<file path="config.mk">
export PLATFORM = sky130hd
export DESIGN_NAME = turbo_ctrl_fsm
export DESIGN_NICKNAME = d
export VERILOG_FILES = /design/src/rtl/turbo_pkg.sv /design/src/rtl/turbo_phase_cnt.sv /design/src/rtl/turbo_ctrl_fsm.sv
export SDC_FILE = /design/constraint.sdc
export NUM_CORES = 1
export LEC_CHECK = 0
export ABC_AREA = 1
export CAP_MARGIN = 20
export CORE_MARGIN = 2
export CORE_UTILIZATION = 45
export CTS_CLUSTER_SIZE = 20
export DETAILED_ROUTE_END_ITERATION = 10
export GPL_TIMING_DRIVEN = 0
export PLACE_DENSITY = 0.64
export SETUP_SLACK_MARGIN = 0.4
export SLEW_MARGIN = 40
export SYNTH_ARGS = -nofsm -noshare
export SYNTH_HDL_FRONTEND = slang
export SYNTH_SLANG_ARGS = --single-unit
export TNS_END_PERCENT = 20
</file>
<file path="constraint.sdc">
create_clock -name clk -period 8.95 [get_ports clk]
set_input_delay 0.895 -clock clk [delete_from_list [all_inputs] [get_ports clk]]
set_output_delay 0.895 -clock clk [all_outputs]
set_load 0.01 [all_outputs]
</file>
<file path="src/rtl/turbo_pkg.sv">
// Shared definitions for the turbo encoder control slice: state encoding,
// parameter defaults and a small width helper.
package turbo_pkg;

  localparam int DEF_LEN_W       = 17;
  localparam int DEF_MAX_LEN     = 6144;
  localparam int DEF_CLR_CYCLES  = 1;
  localparam int DEF_TAIL_CYCLES = 3;

  typedef enum logic [2:0] {
    ST_IDLE   = 3'd0,
    ST_CLEAR  = 3'd1,
    ST_ENCODE = 3'd2,
    ST_TAIL   = 3'd3,
    ST_DONE   = 3'd4
  } state_e;

  function automatic int max3(input int a, input int b, input int c);
    int m;
    m = (a > b) ? a : b;
    return (m > c) ? m : c;
  endfunction

endpackage

</file>
<file path="src/rtl/turbo_phase_cnt.sv">
// Loadable down-counter that times each FSM phase; the next value is exported
// so the controller can register its outputs in step with the count.
module turbo_phase_cnt
  import turbo_pkg::*;
#(
  parameter int CNT_W = DEF_LEN_W
) (
  input  logic             clk,
  input  logic             reset,
  input  logic             i_load,
  input  logic [CNT_W-1:0] i_load_val,
  input  logic             i_dec,
  output logic [CNT_W-1:0] o_cnt_nxt,
  output logic             o_zero
);

  logic [CNT_W-1:0] r_cnt;

  // Saturates at zero so a stray decrement can never wrap the phase length
  always_comb begin
    o_cnt_nxt = r_cnt;
    if (i_load) begin
      o_cnt_nxt = i_load_val;
    end else if (i_dec && (r_cnt != '0)) begin
      o_cnt_nxt = r_cnt - CNT_W'(1);
    end
  end

  always_ff @(posedge clk or negedge reset) begin
    if (!reset) begin
      r_cnt <= '0;
    end else begin
      r_cnt <= o_cnt_nxt;
    end
  end

  assign o_zero = (r_cnt == '0);

endmodule

</file>
<file path="src/rtl/turbo_ctrl_fsm.sv">
// Turbo encoder block controller: sequences clear, encode and tail phases for
// one block per request, with abort and illegal-length error handling.
module turbo_ctrl_fsm
  import turbo_pkg::*;
#(
  parameter int LEN_W       = DEF_LEN_W,
  parameter int MAX_LEN     = DEF_MAX_LEN,
  parameter int CLR_CYCLES  = DEF_CLR_CYCLES,
  parameter int TAIL_CYCLES = DEF_TAIL_CYCLES
) (
  input  logic             clk,
  input  logic             reset,
  input  logic             data_valid,
  input  logic [LEN_W-1:0] length,
  input  logic             term_en,
  input  logic             abort,
  output logic             ready,
  output logic             clr,
  output logic             enable,
  output logic             tail_en,
  output logic [LEN_W-1:0] bit_idx,
  output logic             done,
  output logic             err
);

  localparam int CNT_W = max3(LEN_W, $clog2(CLR_CYCLES + 1), $clog2(TAIL_CYCLES + 1));
  localparam logic [CNT_W-1:0] CLR_LOAD  = CNT_W'(CLR_CYCLES - 1);
  localparam logic [CNT_W-1:0] TAIL_LOAD = CNT_W'((TAIL_CYCLES > 0) ? TAIL_CYCLES - 1 : 0);

  state_e           r_state;
  state_e           w_state_nxt;
  logic [LEN_W-1:0] r_len;
  logic [LEN_W-1:0] w_len_nxt;
  logic             r_term;
  logic             w_term_nxt;
  logic             w_err_nxt;
  logic             w_load;
  logic [CNT_W-1:0] w_load_val;
  logic             w_dec;
  logic [CNT_W-1:0] w_cnt_nxt;
  logic             w_zero;
  logic             w_len_bad;
  logic [CNT_W-1:0] w_enc_last;

  logic             r_ready;
  logic             r_clr;
  logic             r_enable;
  logic             r_tail_en;
  logic [LEN_W-1:0] r_bit_idx;
  logic             r_done;
  logic             r_err;

  turbo_phase_cnt #(
    .CNT_W (CNT_W)
  ) u_phase_cnt (
    .clk        (clk),
    .reset      (reset),
    .i_load     (w_load),
    .i_load_val (w_load_val),
    .i_dec      (w_dec),
    .o_cnt_nxt  (w_cnt_nxt),
    .o_zero     (w_zero)
  );

  assign w_len_bad  = (length == '0) || (length > LEN_W'(MAX_LEN));
  assign w_enc_last = CNT_W'(r_len) - CNT_W'(1);

  // Each phase loads count-1 and leaves on the cycle the counter reads zero
  always_comb begin
    w_state_nxt = r_state;
    w_len_nxt   = r_len;
    w_term_nxt  = r_term;
    w_err_nxt   = 1'b0;
    w_load      = 1'b0;
    w_load_val  = '0;
    w_dec       = 1'b0;
    case (r_state)
      ST_IDLE: begin
        if (data_valid && !abort) begin
          if (w_len_bad) begin
            w_err_nxt = 1'b1;
          end else begin
            w_len_nxt   = length;
            w_term_nxt  = term_en;
            w_state_nxt = ST_CLEAR;
            w_load      = 1'b1;
            w_load_val  = CLR_LOAD;
          end
        end
      end
      ST_CLEAR: begin
        if (abort) begin
          w_state_nxt = ST_IDLE;
          w_err_nxt   = 1'b1;
        end else if (w_zero) begin
          w_state_nxt = ST_ENCODE;
          w_load      = 1'b1;
          w_load_val  = w_enc_last;
        end else begin
          w_dec = 1'b1;
        end
      end
      ST_ENCODE: begin
        if (abort) begin
          w_state_nxt = ST_IDLE;
          w_err_nxt   = 1'b1;
        end else if (w_zero) begin
          if (r_term && (TAIL_CYCLES > 0)) begin
            w_state_nxt = ST_TAIL;
            w_load      = 1'b1;
            w_load_val  = TAIL_LOAD;
          end else begin
            w_state_nxt = ST_DONE;
          end
        end else begin
          w_dec = 1'b1;
        end
      end
      ST_TAIL: begin
        if (abort) begin
          w_state_nxt = ST_IDLE;
          w_err_nxt   = 1'b1;
        end else if (w_zero) begin
          w_state_nxt = ST_DONE;
        end else begin
          w_dec = 1'b1;
        end
      end
      ST_DONE: begin
        w_state_nxt = ST_IDLE;
        w_err_nxt   = abort;
      end
      default: begin
        w_state_nxt = ST_IDLE;
      end
    endcase
  end

  // Outputs are registered from next state/count so they line up with r_state
  always_ff @(posedge clk or negedge reset) begin
    if (!reset) begin
      r_state   <= ST_IDLE;
      r_len     <= '0;
      r_term    <= 1'b0;
      r_ready   <= 1'b1;
      r_clr     <= 1'b0;
      r_enable  <= 1'b0;
      r_tail_en <= 1'b0;
      r_bit_idx <= '0;
      r_done    <= 1'b0;
      r_err     <= 1'b0;
    end else begin
      r_state   <= w_state_nxt;
      r_len     <= w_len_nxt;
      r_term    <= w_term_nxt;
      r_ready   <= (w_state_nxt == ST_IDLE);
      r_clr     <= (w_state_nxt == ST_CLEAR);
      r_enable  <= (w_state_nxt == ST_ENCODE);
      r_tail_en <= (w_state_nxt == ST_TAIL);
      r_bit_idx <= (w_state_nxt == ST_ENCODE) ? LEN_W'(w_enc_last - w_cnt_nxt) : '0;
      r_done    <= (w_state_nxt == ST_DONE) && (r_state != ST_DONE);
      r_err     <= w_err_nxt;
    end
  end

  assign ready   = r_ready;
  assign clr     = r_clr;
  assign enable  = r_enable;
  assign tail_en = r_tail_en;
  assign bit_idx = r_bit_idx;
  assign done    = r_done;
  assign err     = r_err;

endmodule

</file>
Yosys cells after proc, flatten, opt, wreduce, memory -nomap -nowiden
Cells that the tools add are included.
{ "word_totals": {"ff_bits": 61, "inputBits": 22, "output_inout_bits": 23, "wordCells": 71} }
{ "op_classes": {"add_sub_neg": 3, "n_lt_le_gt_ge": 1, "n_eq_ne": 9, "mux": 34, "bitwise": 1, "n_reduce_logical": 12} }
{ "ops": {"columns": ["op", "count"], "rows": [
  ["17-bit 2-to-1 mux", 5],
  ["17-bit zero test", 2],
  ["17-bit one-hot mux with 2 select lines", 1],
  ["17-bit by 1-bit subtractor with 17-bit output (second input constant)", 2],
  ["3-bit 2-to-1 mux", 9],
  ["17-bit by 13-bit > comparator with 1-bit output (second input constant)", 1],
  ["17-bit nonzero test", 1],
  ["17-bit subtractor", 1],
  ["1-bit 2-to-1 mux", 13],
  ["3-bit by 2-bit == test with 1-bit output (second input constant)", 4],
  ["3-bit one-hot mux with 4 select lines", 1],
  ["3-bit by 1-bit == test with 1-bit output (second input constant)", 2],
  ["3-bit == test (second input constant)", 2],
  ["3-bit zero test", 2],
  ["2-bit 2-to-1 mux", 3],
  ["1-bit one-hot mux with 3 select lines", 2],
  ["1-bit logical AND", 3],
  ["3-bit inequality test (second input constant)", 1],
  ["3-bit AND reduction", 1],
  ["3-bit OR reduction", 1],
  ["1-bit zero test", 1],
  ["1-bit logical OR", 1],
  ["1-bit inverter", 1]
]} }

Longest topological paths before layout
{ "logic_depth": {"ltp_word": 9, "depth_mapped": 23, "mapped_depth_nobuf": 23} }

Hierarchy
From an unflattened synthesis, not the netlist that was laid out.
{ "unflattened": {"hier_cells": 695, "area_unflattened_um2": 4688.2} }
{ "modules_own_cells": {"columns": ["module", "n_inst", "cells_each", "area_each_um2", "seq_area_each_um2"], "rows": [
  ["turbo_ctrl_fsm", 1, 473, 3350.7, 1102.3],
  ["turbo_phase_cnt", 1, 222, 1337.5, 425.4]
]} }

Worst setup path after synthesis
Ideal clock, no wire load.
{ "synth_path": {"path_kind": "input to register", "start": "input port length[2]", "end": "register r_bit_idx[11] (netlist: bit_idx[11])", "t_arrival_ns": 3.434, "slack_ns": 5.397, "cell_stages": 19, "cell_sequence": "or2_1 -> nor2_1 -> nand3_1 -> nand3_2 -> nor2_8 -> nor2_4 -> inv_4 -> a21oi_1 -> o21ai_1 -> o21ai_2 -> inv_2 -> ha_1 -> a21oi_1 -> nand2_1 -> a21boi_0 -> o21ai_0 -> a21oi_1 -> xor2_1 -> nor2_2"} }
{ "synth_between": {"elab_chain_len": 8, "word_cells_on_any_way": 13} }
{ "synth_lines": {"columns": ["element", "line", "source"], "rows": [
  ["start: declaration", "turbo_ctrl_fsm.sv:14", "input logic [LEN_W-1:0] length,"],
  ["17-bit by 13-bit > comparator with 1-bit output / 17-bit zero test (equally long branches)", "turbo_ctrl_fsm.sv:65", "assign w_len_bad = (length == '0) || (length > LEN_W'(MAX_LEN));"],
  ["1-bit logical OR (*)", "turbo_ctrl_fsm.sv:65", null],
  ["1-bit 2-to-1 mux (*)", "turbo_ctrl_fsm.sv:80", "if (w_len_bad) begin"],
  ["1-bit 2-to-1 mux (*)", "turbo_ctrl_fsm.sv:79", "if (data_valid && !abort) begin"],
  ["1-bit one-hot mux with 3 select lines (*)", "turbo_ctrl_fsm.sv:77", "case (r_state)"],
  ["17-bit 2-to-1 mux (*)", "turbo_phase_cnt.sv:22", "if (i_load) begin"],
  ["net u_phase_cnt.o_cnt_nxt[2]", "turbo_phase_cnt.sv:13", "output logic [CNT_W-1:0] o_cnt_nxt,"],
  ["17-bit subtractor (*)", "turbo_ctrl_fsm.sv:160", "r_bit_idx <= (w_state_nxt == ST_ENCODE) ? LEN_W'(w_enc_last - w_cnt_nxt) : '0;"],
  ["17-bit 2-to-1 mux (*)", "turbo_ctrl_fsm.sv:160", null],
  ["end signal: assignment", "turbo_ctrl_fsm.sv:160", null],
  ["end: declaration", "turbo_ctrl_fsm.sv:49", "logic [LEN_W-1:0] r_bit_idx;"]
]} }
Mark *: on every way through the listed nets, which the timed path passes. The rest lies on a longest branch.
A chain may end at the register's enable or synchronous reset.

Final worst setup path
{ "layout_path": {"start": "input port abort", "end": "register r_bit_idx[11] (netlist: bit_idx[11])"} }
{ "layout_between": {"elab_chain_len": 7, "word_cells_on_any_way": 22} }
{ "layout_lines": {"columns": ["element", "line", "source"], "rows": [
  ["start: declaration", "turbo_ctrl_fsm.sv:16", "input logic abort,"],
  ["1-bit zero test / 1-bit 2-to-1 mux (equally long branches)", "turbo_ctrl_fsm.sv:79, turbo_ctrl_fsm.sv:92", null],
  ["1-bit logical AND / 1-bit 2-to-1 mux (equally long branches)", null, null],
  ["1-bit 2-to-1 mux / 1-bit logical AND (equally long branches)", "turbo_ctrl_fsm.sv:79, turbo_phase_cnt.sv:24", null],
  ["1-bit one-hot mux with 3 select lines / 17-bit 2-to-1 mux (equally long branches)", "turbo_ctrl_fsm.sv:77, turbo_phase_cnt.sv:24", null],
  ["17-bit 2-to-1 mux (*)", "turbo_phase_cnt.sv:22", null],
  ["net u_phase_cnt.o_cnt_nxt[2]", "turbo_phase_cnt.sv:13", null],
  ["17-bit subtractor (*)", "turbo_ctrl_fsm.sv:160", null],
  ["17-bit 2-to-1 mux (*)", "turbo_ctrl_fsm.sv:160", null]
]} }
Marked as above.

==> results by group <==
STA
  – Hold Violations, Final: 0
  – Fin. max-slew vios: 0
  – Final setup violation count: 0
  – Slew of the pin with the lowest slew margin: 0.538 ns
  – Setup tns final: 0 ns
  – Relative slew slack: 0.638
  – Minimum clock period: 4.30 ns
  – Crit share post-route: 0.480
  – Peak Freq: 0.233 GHz
  – RSZ-0062 raised after global routing: no
  – Skew final: 0.0130 ns

Clocking
  – Post-CTS Resized: 0
  – Clock sinks: 61
  – H-tree depth: 3
  – CTS root buffer: clkbuf_8
  – Setup Buffers After CTS: 0
  – Num CTS Buffers: 9
  – Clock Pin Slew Worst Setup and Hold Paths: 0.07 ns
  – Max Root-Sink Buffers: 2
  – Clk_lat worst skew: 0.34 ns
  – CTS tree: built
  – Cts hold-fix bufs: 0

Logic synthesis
  – Distinct cell type count after synthesis: 49
  – Mean area per synthesized cell: 7.62 µm²
  – Post-synthesis sequential area ratio: 0.370
  – Most common cell in the synthesized netlist: nand2_1
  – Post-synth EDFFs: 0
  – Top post-synthesis cells by area: dfrtp_1 36%, nand2_1 12%, inv_1 6.1%
  – Synth cell count leaders: 131 x nand2_1, 67 x inv_1, 61 x nor2_1
  – #FFs+latches synth: 61
  – Asr flop ratio synth: 1.00
  – Yosys top cell area share: 0.363
  – Cell count after synthesis: 542
  – Post-synth top area cell: dfrtp_1
  – Yosys warns: 0
  – Mapped Area: 4130 µm²
  – Post-Syn Nets: 584
  – Synth Flop Type: dfrtp_1

Global route
  – Global route overflow: 0
  – First-pass GRT wire length: 16,100 µm
  – Largest net degree at the start of global routing: 32
  – Initial antenna violation count: 0
  – GRT Total Usage: 0.207
  – Number of global-route vias before repair: 3,457

Final layout
  – Fin nets: 640
  – Final instance area: 4890 µm²
  – Layout cell share with drive strength beyond 1: 0.113
  – N_diodes: 0
  – Final std cells w/o fill: 710
  – Synth-to-layout area growth: 18.4%

Die
  – Core Region: 8810 µm²
  – DIE WIDTH: 99.8 µm
  – FP Rows: 34
  – Die Footprint: 9960 µm²
  – Io pins: 45
  – Initial Utilization: 0.469
  – Die Ht: 99.8 µm

Critical path
  – WS Path Type: in -> reg
  – Critical Path Fanout Max: 8
  – Internal reg-to-reg setup slack: 5.09 ns
  – Crit end category: flip-flop
  – Worst Setup EP: bit_idx[11]
  – CP Data Arrival Time: 4.53 ns
  – Worst EP required: 9.18 ns
  – Crit start category: input pin
  – Reg2reg start: u_phase_cnt.r_cnt[0]
  – Reg2reg end: bit_idx[11]
  – Number of cells on the worst reg-to-reg path: 20
  – Worst setup path start: abort

Detailed routing
  – Pre-antenna DRT Iters: 5
  – Final antenna-violating net count: 0
  – Starting DRC count in detailed routing: 211
  – Post-Route WL: 9490 µm
  – Drt drc: 0
  – Vias: 3,624
  – Routed vias/inst: 5.10
  – Drt wl/cell: 13.4 µm

Place
  – Dpl cells: 695
  – Hpwl dp: 7850 µm
  – IO buf count: 44
  – DP Area: 4720 µm²
  – Routability Congestion: 0.898

Power
  – PwrDens: 205 nW/µm²
  – Leakage: 0.00245 µW
  – Max IR drop VDD: 0.0000880 V
  – Total power: 1000 µW

Run
  – MaxCap Viol Count: 0

Outcome
  – Status: finished clean

Min path
  – Worst Hold Class: in -> async
## stage by stage
step,setup WS (ns),utilization,hold WS [ns]
floorplan,5.40,-,0.464
global route,4.36,0.555,0.507
finish,4.65,0.555,0.485
global placement,4.41,0.535,0.495
detailed placement,4.33,0.537,0.501
CTS,4.70,0.555,0.490
## registers in the layout, summed over array words and instances (netlist names)
register,cells
u_phase_cnt.r_cnt,17
err,1
r_len,17
enable,1
done,1
tail_en,1
ready,1
bit_idx,17
clr,1
r_term,1
r_state,3
## cells by family after synthesis
group                    synth area share
buffers and inverters              0.0772
adder cells (fa/ha/maj)            0.0624
XOR/XNOR                           0.0784
flip-flops                          0.370
AO/OA/AOI/OAI                       0.103
AND/OR/NAND/NOR                     0.309
## layout make-up
cell class	count	area [µm²]
fill	836	3920
multi-input combinational	401	2280
sequential	61	1530
timing repair buffer	45	458
inverter	75	287
clock buffer	11	141
tap	108	135
buffer	5	32.5
clock inverter	4	25.0
## power by group
| part | switching (µW) | leakage (µW) | total (µW) | internal (µW) |
|---|---|---|---|---|
| registers | 33.2 | 0.000799 | 339 | 306 |
| clock network | 104 | 0.0000812 | 210 | 105 |
| logic | 286 | 0.00157 | 455 | 169 |
| total | 423 | 0.00245 | 1000 | 580 |
## metal layers
metal | part of all wire | vias up | GRT usage
met1 | 0.49 | 1650 | 0.296
met2 | 0.44 | 104 | 0.318
met4 | 0.023 | 0 | 0.0864
met5 | 0 | - | 0
li1 | - | 1851 | -
met3 | 0.049 | 19 | 0.0299
## worst min path at each step
stage,start,to,slack [ns],cells past startpoint
global placement,r_len[11],r_len[11],0.49,2
floorplan,r_len[11],r_len[11],0.46,2
global route,reset,r_len[8],0.51,1
finish,reset,r_len[8],0.48,1
detailed placement,r_len[16],r_len[16],0.50,2
CTS,reset,r_len[16],0.49,1
## placed cells by master (no fill, tap or decap), types with 5 or more instances in the layout
master           synthesis  final
o22ai_1                  7      7
dfrtp_1                 60     60
o21ai_0                 23     23
a21oi_1                 24     24
nor2_4                   7      7
nor2_1                  61     61
clkbuf_8                 0     10
nor3_1                   8      8
inv_1                   67     67
nor2_2                  16     16
inv_2                    6      6
xnor2_1                 12     12
ha_1                    19     19
clkdlybuf4s50_1          0     43
xor2_1                  25     25
nand2_2                  5      5
nand2_1                131    131
nand3_1                 23     23
nand4_1                  6      6
## critical path, stage by stage
cell and delay (ns):
clkdlybuf4s50_1 0.52, inv_1 0.14, nand2_1 0.17, nor2_1 0.07
nand4_1 0.18, nand2_1 0.12, nor2_4 0.21, inv_4 0.09
a21oi_1 0.12, o21ai_1 0.10, o21ai_2 0.09, inv_2 0.04
ha_1 0.34, a21oi_1 0.17, nand2_1 0.11, a21boi_0 0.41
o21ai_0 0.31, a21oi_1 0.23, xor2_1 0.19, nor2_2 0.04
Power figures use the tool's default switching activity.
